## config.mk

```make
export PLATFORM = sky130hd
export DESIGN_NAME = picoram_arbiter
export DESIGN_NICKNAME = d
export VERILOG_FILES = /design/src/rtl/picoram_arb_pkg.sv /design/src/rtl/picoram_arbiter_rr_arb2.sv /design/src/rtl/picoram_arbiter.sv
export SDC_FILE = /design/constraint.sdc
export NUM_CORES = 1
export LEC_CHECK = 0
export CAP_MARGIN = 20
export CORE_AREA = 10 10 107 109
export CTS_BUF_LIST = sky130_fd_sc_hd__clkbuf_8
export DETAILED_ROUTE_END_ITERATION = 16
export DIE_AREA = 0 0 117 119
export PLACE_DENSITY = 0.7
export SLEW_MARGIN = 0
export SYNTH_ARGS = -nofsm -noshare
export SYNTH_HDL_FRONTEND = slang
export SYNTH_SLANG_ARGS = --single-unit
export TNS_END_PERCENT = 50
```

## constraint.sdc

```tcl
create_clock -name clk -period 3.1 [get_ports clk]
set_clock_uncertainty 0.05 [all_clocks]
set_input_delay 0.31 -clock clk [delete_from_list [all_inputs] [get_ports clk]]
set_output_delay 0.31 -clock clk [all_outputs]
set_load 0.02 [all_outputs]
```

## src/rtl/picoram_arb_pkg.sv

```systemverilog
// Shared types and constants for the two-master PicoRAM arbiter.
package picoram_arb_pkg;
    typedef enum logic {
        IDLE = 1'b0,
        BUSY = 1'b1
    } state_t;

    localparam logic M0     = 1'b0;
    localparam logic M1     = 1'b1;
    localparam int   RAM_AW = 22;
endpackage

```

## src/rtl/picoram_arbiter_rr_arb2.sv

```systemverilog
// Two-way grant decision: round-robin on ties, or m0-wins when fixed_prio is set.
module rr_arb2
    import picoram_arb_pkg::*;
(
    input  logic [1:0] req,
    input  logic       last,
    input  logic       fixed_prio,
    output logic       grant
);

    always_comb begin
        grant = M0;
        if (req == 2'b11) begin
            grant = fixed_prio ? M0 : ~last;
        end else if (req == 2'b10) begin
            grant = M1;
        end
    end

endmodule

```

## src/rtl/picoram_arbiter.sv

```systemverilog
// Arbitrates two PicoRV-style masters onto one single-port RAM with
// registered read data; each access takes a grant cycle plus a ready cycle.
module picoram_arbiter
    import picoram_arb_pkg::*;
#(
    parameter int MEM_WORDS  = 65536,
    parameter bit FIXED_PRIO = 1'b0
) (
    input  logic              clk,
    input  logic              rst,
    input  logic              m0_valid,
    input  logic [31:0]       m0_addr,
    input  logic [31:0]       m0_wdata,
    input  logic [3:0]        m0_wstrb,
    output logic              m0_ready,
    output logic [31:0]       m0_rdata,
    input  logic              m1_valid,
    input  logic [31:0]       m1_addr,
    input  logic [31:0]       m1_wdata,
    input  logic [3:0]        m1_wstrb,
    output logic              m1_ready,
    output logic [31:0]       m1_rdata,
    output logic [3:0]        ram_wen,
    output logic [RAM_AW-1:0] ram_addr,
    output logic [31:0]       ram_wdata,
    input  logic [31:0]       ram_rdata,
    output logic              busy,
    output logic              owner
);

    localparam logic [33:0] ADDR_LIMIT = 34'(MEM_WORDS) * 34'd4;

    state_t      state;
    logic        last_grant;
    logic        owner_in_range;
    logic        grant;
    logic        any_req;
    logic        start;
    logic        g_in_range;
    logic [31:0] g_addr;
    logic [31:0] g_wdata;
    logic [3:0]  g_wstrb;

    rr_arb2 u_arb (
        .req        ({m1_valid, m0_valid}),
        .last       (last_grant),
        .fixed_prio (FIXED_PRIO),
        .grant      (grant)
    );

    always_comb begin
        any_req    = m0_valid | m1_valid;
        g_addr     = (grant == M1) ? m1_addr  : m0_addr;
        g_wdata    = (grant == M1) ? m1_wdata : m0_wdata;
        g_wstrb    = (grant == M1) ? m1_wstrb : m0_wstrb;
        g_in_range = {2'b00, g_addr} < ADDR_LIMIT;
        start      = !rst && (state == IDLE) && any_req;
        ram_addr   = rst ? '0 : g_addr[RAM_AW+1:2];
        ram_wdata  = rst ? '0 : g_wdata;
        ram_wen    = (start && g_in_range) ? g_wstrb : 4'b0000;
    end

    // Read data is only forwarded to the owner during its ready pulse, and
    // out-of-range accesses always return zero.
    always_comb begin
        m0_rdata = (m0_ready && owner_in_range) ? ram_rdata : 32'h0;
        m1_rdata = (m1_ready && owner_in_range) ? ram_rdata : 32'h0;
    end

    always_ff @(posedge clk or posedge rst) begin
        if (rst) begin
            state          <= IDLE;
            busy           <= 1'b0;
            owner          <= M0;
            last_grant     <= M1;
            owner_in_range <= 1'b0;
            m0_ready       <= 1'b0;
            m1_ready       <= 1'b0;
        end else begin
            case (state)
                IDLE: begin
                    if (any_req) begin
                        state          <= BUSY;
                        busy           <= 1'b1;
                        owner          <= grant;
                        last_grant     <= grant;
                        owner_in_range <= g_in_range;
                        m0_ready       <= (grant == M0);
                        m1_ready       <= (grant == M1);
                    end
                end
                BUSY: begin
                    state    <= IDLE;
                    busy     <= 1'b0;
                    m0_ready <= 1'b0;
                    m1_ready <= 1'b0;
                end
                default: begin
                    state <= IDLE;
                end
            endcase
        end
    end

endmodule

```

==> results of run 1 <==
-- final timing paths --
kind                       slack, ns        from        endpoint
max                             0.20    m0_valid    ram_addr[19]
min                             0.43       owner           owner
max reg2reg                     1.50  last_grant  owner_in_range
min reg2reg                     0.43       owner           owner
max in group asynchronous       2.18         rst      last_grant
min in group asynchronous       0.54         rst           state
-- metal layers --
| metal | global-route usage | part of all wire | up-vias |
|---|---|---|---|
| met4 | 0.0371 | 0.020 | 0 |
| met3 | 0.0813 | 0.13 | 18 |
| li1 | - | - | 1629 |
| met5 | 0 | 0 | - |
| met1 | 0.148 | 0.35 | 1437 |
| met2 | 0.310 | 0.50 | 187 |
-- worst max-delay path, cell delays in order --
cell and delay (ns):
clkdlybuf4s50_1 0.52, buf_4 0.21, a21boi_4 0.17, buf_6 0.38, nand2_1 0.11, a21oi_1 0.16
clkdlybuf4s50_1 0.67
-- placed cells by master, fill, tap and decap left out, drive strengths merged, types with 2 or more instances in the layout --
cell type and n:
a21oi 61, nor2 8, nand4 2, buf 14, nor4 4, nor3 3, clkbuf 3, and3 64
o21ai 2, clkdlybuf4s50 288, dlymetal6s2s 3, inv 5, nand2 119, dfrtp 6
-- cell families (layout without fill, tap and decap cells) --
kind of cell / Yosys count / in the layout / share of synthesized area
DFF: 7 / 7 / 0.107
and+or+nand+nor: 201 / 201 / 0.568
muxes: 1 / 1 / 0.00607
buffers and inverters: 37 / 315 / 0.0866
AOI/OAI and AO/OA: 70 / 70 / 0.232
-- power groups by stage --
stage               Sequential, mW  Clock, mW  Combinational [mW]
floorplan                    0.136          0               0.282
CTS                          0.153      0.131               0.692
finish                       0.153      0.127               0.685
global route                 0.157      0.135               0.737
detailed placement           0.154          0               0.685
global placement             0.152          0               0.675
-- state kept, by name (all words and copies together), names as in the netlist --
name            cells
busy                1
last_grant          1
m0_ready            1
m1_ready            1
owner               1
owner_in_range      1
state               1
-- metrics by stage --
step           cells  setup WS [ns]  hold slack [ns]  setup TNS, ns
6_report         708          0.200            0.427              0
5_1_grt          708         0.0601            0.441              0
3_3_place_gp     703        -0.0335            0.220        -0.0335
4_1_cts          708         0.0108            0.433              0
2_1_floorplan    316           1.03            0.273              0
3_5_place_dp     703        -0.0680            0.228        -0.0758
-- layout make-up --
type                       count  area (sq um)  share of cell area
timing repair buffer         307          3050               0.638
multi-input combinational    272          1350               0.282
sequential                     7           176              0.0370
tap                          114           143              0.0299
clock buffer                   3          41.3             0.00865
inverter                       4          15.0             0.00315
clock inverter                 1          3.75            0.000787
-- what timing repair did --
action                     CTS  global route
hold endpoints to repair     6             0
resized for setup            2             5
setup endpoints to repair    3            57
pin swaps                    0             1
hold buffers                 1             0
==> impl_results.md, run 1 <==
- Outcome: finished clean
- Instance area at placement: approximately 4700 sq um
- Sw frac: 0.409
- GRT Total Usage: 0.163
- Count leader, synth: nand2_1
- Clock root buffer master: clkbuf_8
- Top_reg_cell synth: dfrtp_1
- Avg WL per Cell: 17.9 um
- Unrepaired setup endpoints after global routing: no
- # IOs: about 300
- Maximum root-to-sink buffer count: 2
- Post-Synthesis Cells: roughly 320
- CP Capture Type: output pin
- Via density: approximately 4.6
- Power share of the sequential group: 0.159
- Worst EP required: around 2.7 ns
- Mapped Nets: slightly below 500
- Startpoint Class: input pin
- R2R cell count: 4
- Switch Pwr: between 300 and 400 uW
- Yosys warning count: 0
- Crit path max fanout: between 50 and 60
- Post-CTS Setup Bufs: 0
- IO buf count: between 200 and 300
- Combinational power share: 0.710
- Area Overhead vs Synth: 190%
- Final setup viols: 0
- Post-synth EDFFs: 0
- TritonRoute pass-1 iters: 4
- Synth Cell Area: between 1500 and 2000 sq um
- Clock sinks: 7
- PD cells: 202 nW/um^2
- Worst-Skew Late Latency: 0.23 ns
- Max capacitance violation total: 0
- Synth top area share: 0.271
- Hold Path Class: reg -> reg
- Die H: 119 um
- Layout fillers: around 940
- Post-layout minimum cycle time: between 2 and 3 ns
- Final WL: 12700 um
- Vias in the first global route: 3362
- Largest net degree at the start of global routing: 65
- Final Util: 0.504
- Asr flop ratio synth: 1.00
- Fin area: around 4800 sq um
- Max Slew Vio Count: 0
- GPL Wtd Cong: 0.787
- CTS tree: built
- Routed Antenna Nets: 0
- H-tree Lvls: 1
- Hold depth: 2
- Synthesized area per cell: 5.21 sq um
- Synth area leaders: nand2_1 27%, and3_1 24%, a21oi_1 19%
- Die X: 117 um
- Most frequent cells after synthesis: 119 x nand2_1, 64 x and3_1, 61 x a21oi_1
- Starting density of the core: 0.174
- Final Hold Vio Count: 0
- Global-route wire length before repair: 18400 um
- Layout cells sized above 1: 0.0370
- Critical path class: in -> out
- CTS Buf Count: 3
- Synthesized flop and latch total: 7
- # diodes: 0
- FP Rows: 36
- Core ar.: 9460 sq um
- Internal Power: around 570 uW
- Initial DRC Count: approximately 180
- CTS clk-pin slew, worst paths: about 0.040 ns
- Yosys cell types: 23
- Clock power frac: 0.132
- Via count: ~3300
- Worst-Margin Slew: roughly 0.85 ns
- Relative slew slack: 0.431
- Largest area contributor in the netlist: nand2_1
- Sequential area share after synthesis: 0.107
- Total Power: a little under 1 mW
- Leak pwr: 2.15 nW
- Die area: ~14000 sq um
- Peak Freq: between 0.3 and 0.4 GHz
- Period Utilization, post-route: 0.936
- GRT overflow: 0
- Net count, final: 767
- Initial antenna violation count: 0
- Peak supply drop: between 0.1 and 0.15 mV
- Dpl hpwl: roughly 11000 um
- DRC: 0
- Worst path arrival time: roughly 2.5 ns
No activity file was read; power rests on OpenSTA's default activity.
==> inputs of run 2 (changes only) <==
--- a/config.mk
+++ b/config.mk
@@ -11,6 +11,7 @@
 export DETAILED_ROUTE_END_ITERATION = 16
 export DIE_AREA = 0 0 117 119
 export PLACE_DENSITY = 0.7
+export SETUP_SLACK_MARGIN = 0.05
 export SLEW_MARGIN = 0
 export SYNTH_ARGS = -nofsm -noshare
 export SYNTH_HDL_FRONTEND = slang
==> run 2 against run 1 <==
  * Design area shrank 0.13%
  * Non-clock buffer count grew 1
  * Clock power is essentially flat
  * Total power is essentially flat
  * Die area is the same
  * Register-to-register slack is essentially flat
  * Fmax shrank 0.86%
  * Via count is essentially flat
  * Critical path type unchanged
  * Largest cell class unchanged
==> impl_results.md, run 2 (synthesized netlist as in run 1, its figures left out) <==
- Leak pwr: 2.13 nW (-1.1%)
- GRT Total Usage: 0.162 (-0.000510)
- CTS clk-pin slew, worst paths: 0.04 ns (about the same)
- Die area: 13900 sq um (unchanged)
- Avg WL per Cell: 17.9 um (about the same)
- Power share of the sequential group: 0.159 (about the same)
- Crit path max fanout: 59 (unchanged)
- Relative slew slack: 0.419 (-0.0120)
- Unrepaired setup endpoints after global routing: no
- Clock root buffer master: clkbuf_8
- Vias in the first global route: 3359 (-0.089%)
- Area Overhead vs Synth: 189%
- Clock sinks: 7 (unchanged)
- Period Utilization, post-route: 0.944 (+0.00811)
- Die X: 117 um (unchanged)
- Via density: 4.61 (-0.11%)
- Total Power: 966 uW (about the same)
- IO buf count: 293 (unchanged)
- Worst path arrival time: 2.57 ns (+0.03 ns)
- Routed Antenna Nets: 0 (unchanged)
- TritonRoute pass-1 iters: 4 (unchanged)
- Largest net degree at the start of global routing: 65 (unchanged)
- Most frequent cells in the layout: 288 x clkdlybuf4s50_1, 119 x nand2_1, 64 x and3_1, 61 x a21oi_1, 13 x buf_4
- Critical path class: in -> out
- DRC: 0 (unchanged)
- R2R cell count: 4 (unchanged)
- Hold Path Class: reg -> reg
- Max Slew Vio Count: 0 (unchanged)
- CTS Buf Count: 3 (unchanged)
- PD cells: 203 nW/um^2 (+0.15%)
- Layout Cells excl Fill: 709 (+0.14%)
- Worst-Margin Slew: 0.872 ns (+0.0180 ns)
- Flop2flop setup slack: 1.50 ns (about the same)
- Worst-Skew Late Latency: 0.23 ns (about the same)
- Outcome: finished clean
- Net count, final: 768 (+0.13%)
- Global-route wire length before repair: 18300 um (-0.31%)
- Switch Pwr: 396 uW (about the same)
- Most common cell after layout, fill and taps aside: clkdlybuf4s50_1
- Startpoint Class: input pin
- Placed cells: 703 (unchanged)
- Core ar.: 9460 sq um (unchanged)
- Via count: 3272 (+0.031%)
- Final setup viols: 0 (unchanged)
- Worst EP required: 2.74 ns (about the same)
- # diodes: 0 (unchanged)
- Final Util: 0.504 (-0.000661)
- Initial antenna violation count: 0 (unchanged)
- Sw frac: 0.410 (about the same)
- GRT overflow: 0 (unchanged)
- Worst hold start: owner
- Dpl hpwl: 10900 um (unchanged)
- Layout cells sized above 1: 0.0370 (-0.0000622)
- Initial DRC Count: 202 (+10%)
- Hold depth: 2 (unchanged)
- Die H: 119 um (unchanged)
- CTS tree: built
- Combinational power share: 0.710 (about the same)
- GPL Wtd Cong: 0.787 (unchanged)
- FF-to-FF End: owner_in_range
- CP Capture Type: output pin
- Final WL: 12700 um (+0.20%)
- Max capacitance violation total: 0 (unchanged)
- # IOs: 298 (unchanged)
- RR Startpoint: last_grant
- Peak Freq: 0.342 GHz (-0.86%)
- Starting density of the core: 0.174 (unchanged)
- Internal Power: 570 uW (about the same)
- Clock power frac: 0.132 (about the same)
- Final Hold Vio Count: 0 (unchanged)
- FP Rows: 36 (unchanged)
- H-tree Lvls: 1 (unchanged)
- Worst Hold End: owner
- Peak supply drop: 0.109 mV (about the same)
- Maximum root-to-sink buffer count: 2 (unchanged)
- Post-layout minimum cycle time: 2.93 ns (+0.0252 ns)
[run 2: changes by cell type in the layout (fill, tap and decap cells not counted), sizes merged]
cell	delta
dlygate4sd2	+2
dlymetal6s2s	-2
buf	+1
[run 2: what timing repair did]
item / in CTS / in global routing
endpoints found under the hold margin: 6 / 0
pin swaps: 0 / 1
endpoints found under the setup margin: 6 / 55
gates cloned: 0 / 0
hold buffers: 1 / 0
resized for setup: 4 / 2
setup buffers: 0 / 1
[run 2: power groups by stage]
stage / logic [mW] / clock network (mW) / registers (mW)
3_5_place_dp: 0.685 / 0 / 0.154
3_3_place_gp: 0.675 / 0 / 0.152
4_1_cts: 0.691 / 0.131 / 0.153
5_1_grt: 0.736 / 0.135 / 0.157
2_1_floorplan: 0.282 / 0 / 0.136
6_report: 0.685 / 0.127 / 0.153
[run 2: worst max-delay path by stage]
stage | end | start | slack (ns) | cells past startpoint
4_1_cts | ram_addr[19] | m0_valid | 0.01 | 7
3_5_place_dp | ram_wen[1] | m1_addr[31] | -0.07 | 7
2_1_floorplan | ram_wen[0] | last_grant | 1.03 | 5
3_3_place_gp | ram_wen[1] | m1_addr[31] | -0.03 | 7
6_report | ram_addr[19] | m0_valid | 0.17 | 7
5_1_grt | ram_addr[19] | m0_valid | 0.06 | 7
[run 2: layout make-up]
| class | count | area (sq um) |
|---|---|---|
| fill | 936 | 4690 |
| timing repair buffer | 308 | 3050 |
| multi-input combinational | 272 | 1340 |
| sequential | 7 | 176 |
| tap | 114 | 143 |
| clock buffer | 3 | 41.3 |
| inverter | 4 | 15.0 |
| clock inverter | 1 | 3.75 |
[run 2: through the flow]
stage | hold WS (ns) | area [sq um] | setup TNS [ns] | worst slack [ns]
final | 0.427 | 4770 | 0 | 0.175
after global routing | 0.441 | 4770 | 0 | 0.0576
after CTS | 0.433 | 4750 | 0 | 0.0108
after detailed placement | 0.228 | 4700 | -0.0758 | -0.0680
after global placement | 0.220 | 4700 | -0.0335 | -0.0335
after floorplan | 0.273 | 1650 | 0 | 1.03
[run 2: critical path, stage by stage]
cell and delay (ns):
clkdlybuf4s50_1 0.52, buf_4 0.21, a21boi_4 0.18, buf_6 0.39
nand2_1 0.11, a21oi_1 0.16, clkdlybuf4s50_1 0.67
[run 2: routing by layer]
metal / global-route usage / part of all wire / vias up
met1: 0.148 / 0.35 / 1430
met4: 0.0402 / 0.023 / 0
met3: 0.0813 / 0.13 / 20
li1: - / - / 1631
met2: 0.307 / 0.49 / 191
met5: 0 / 0 / -
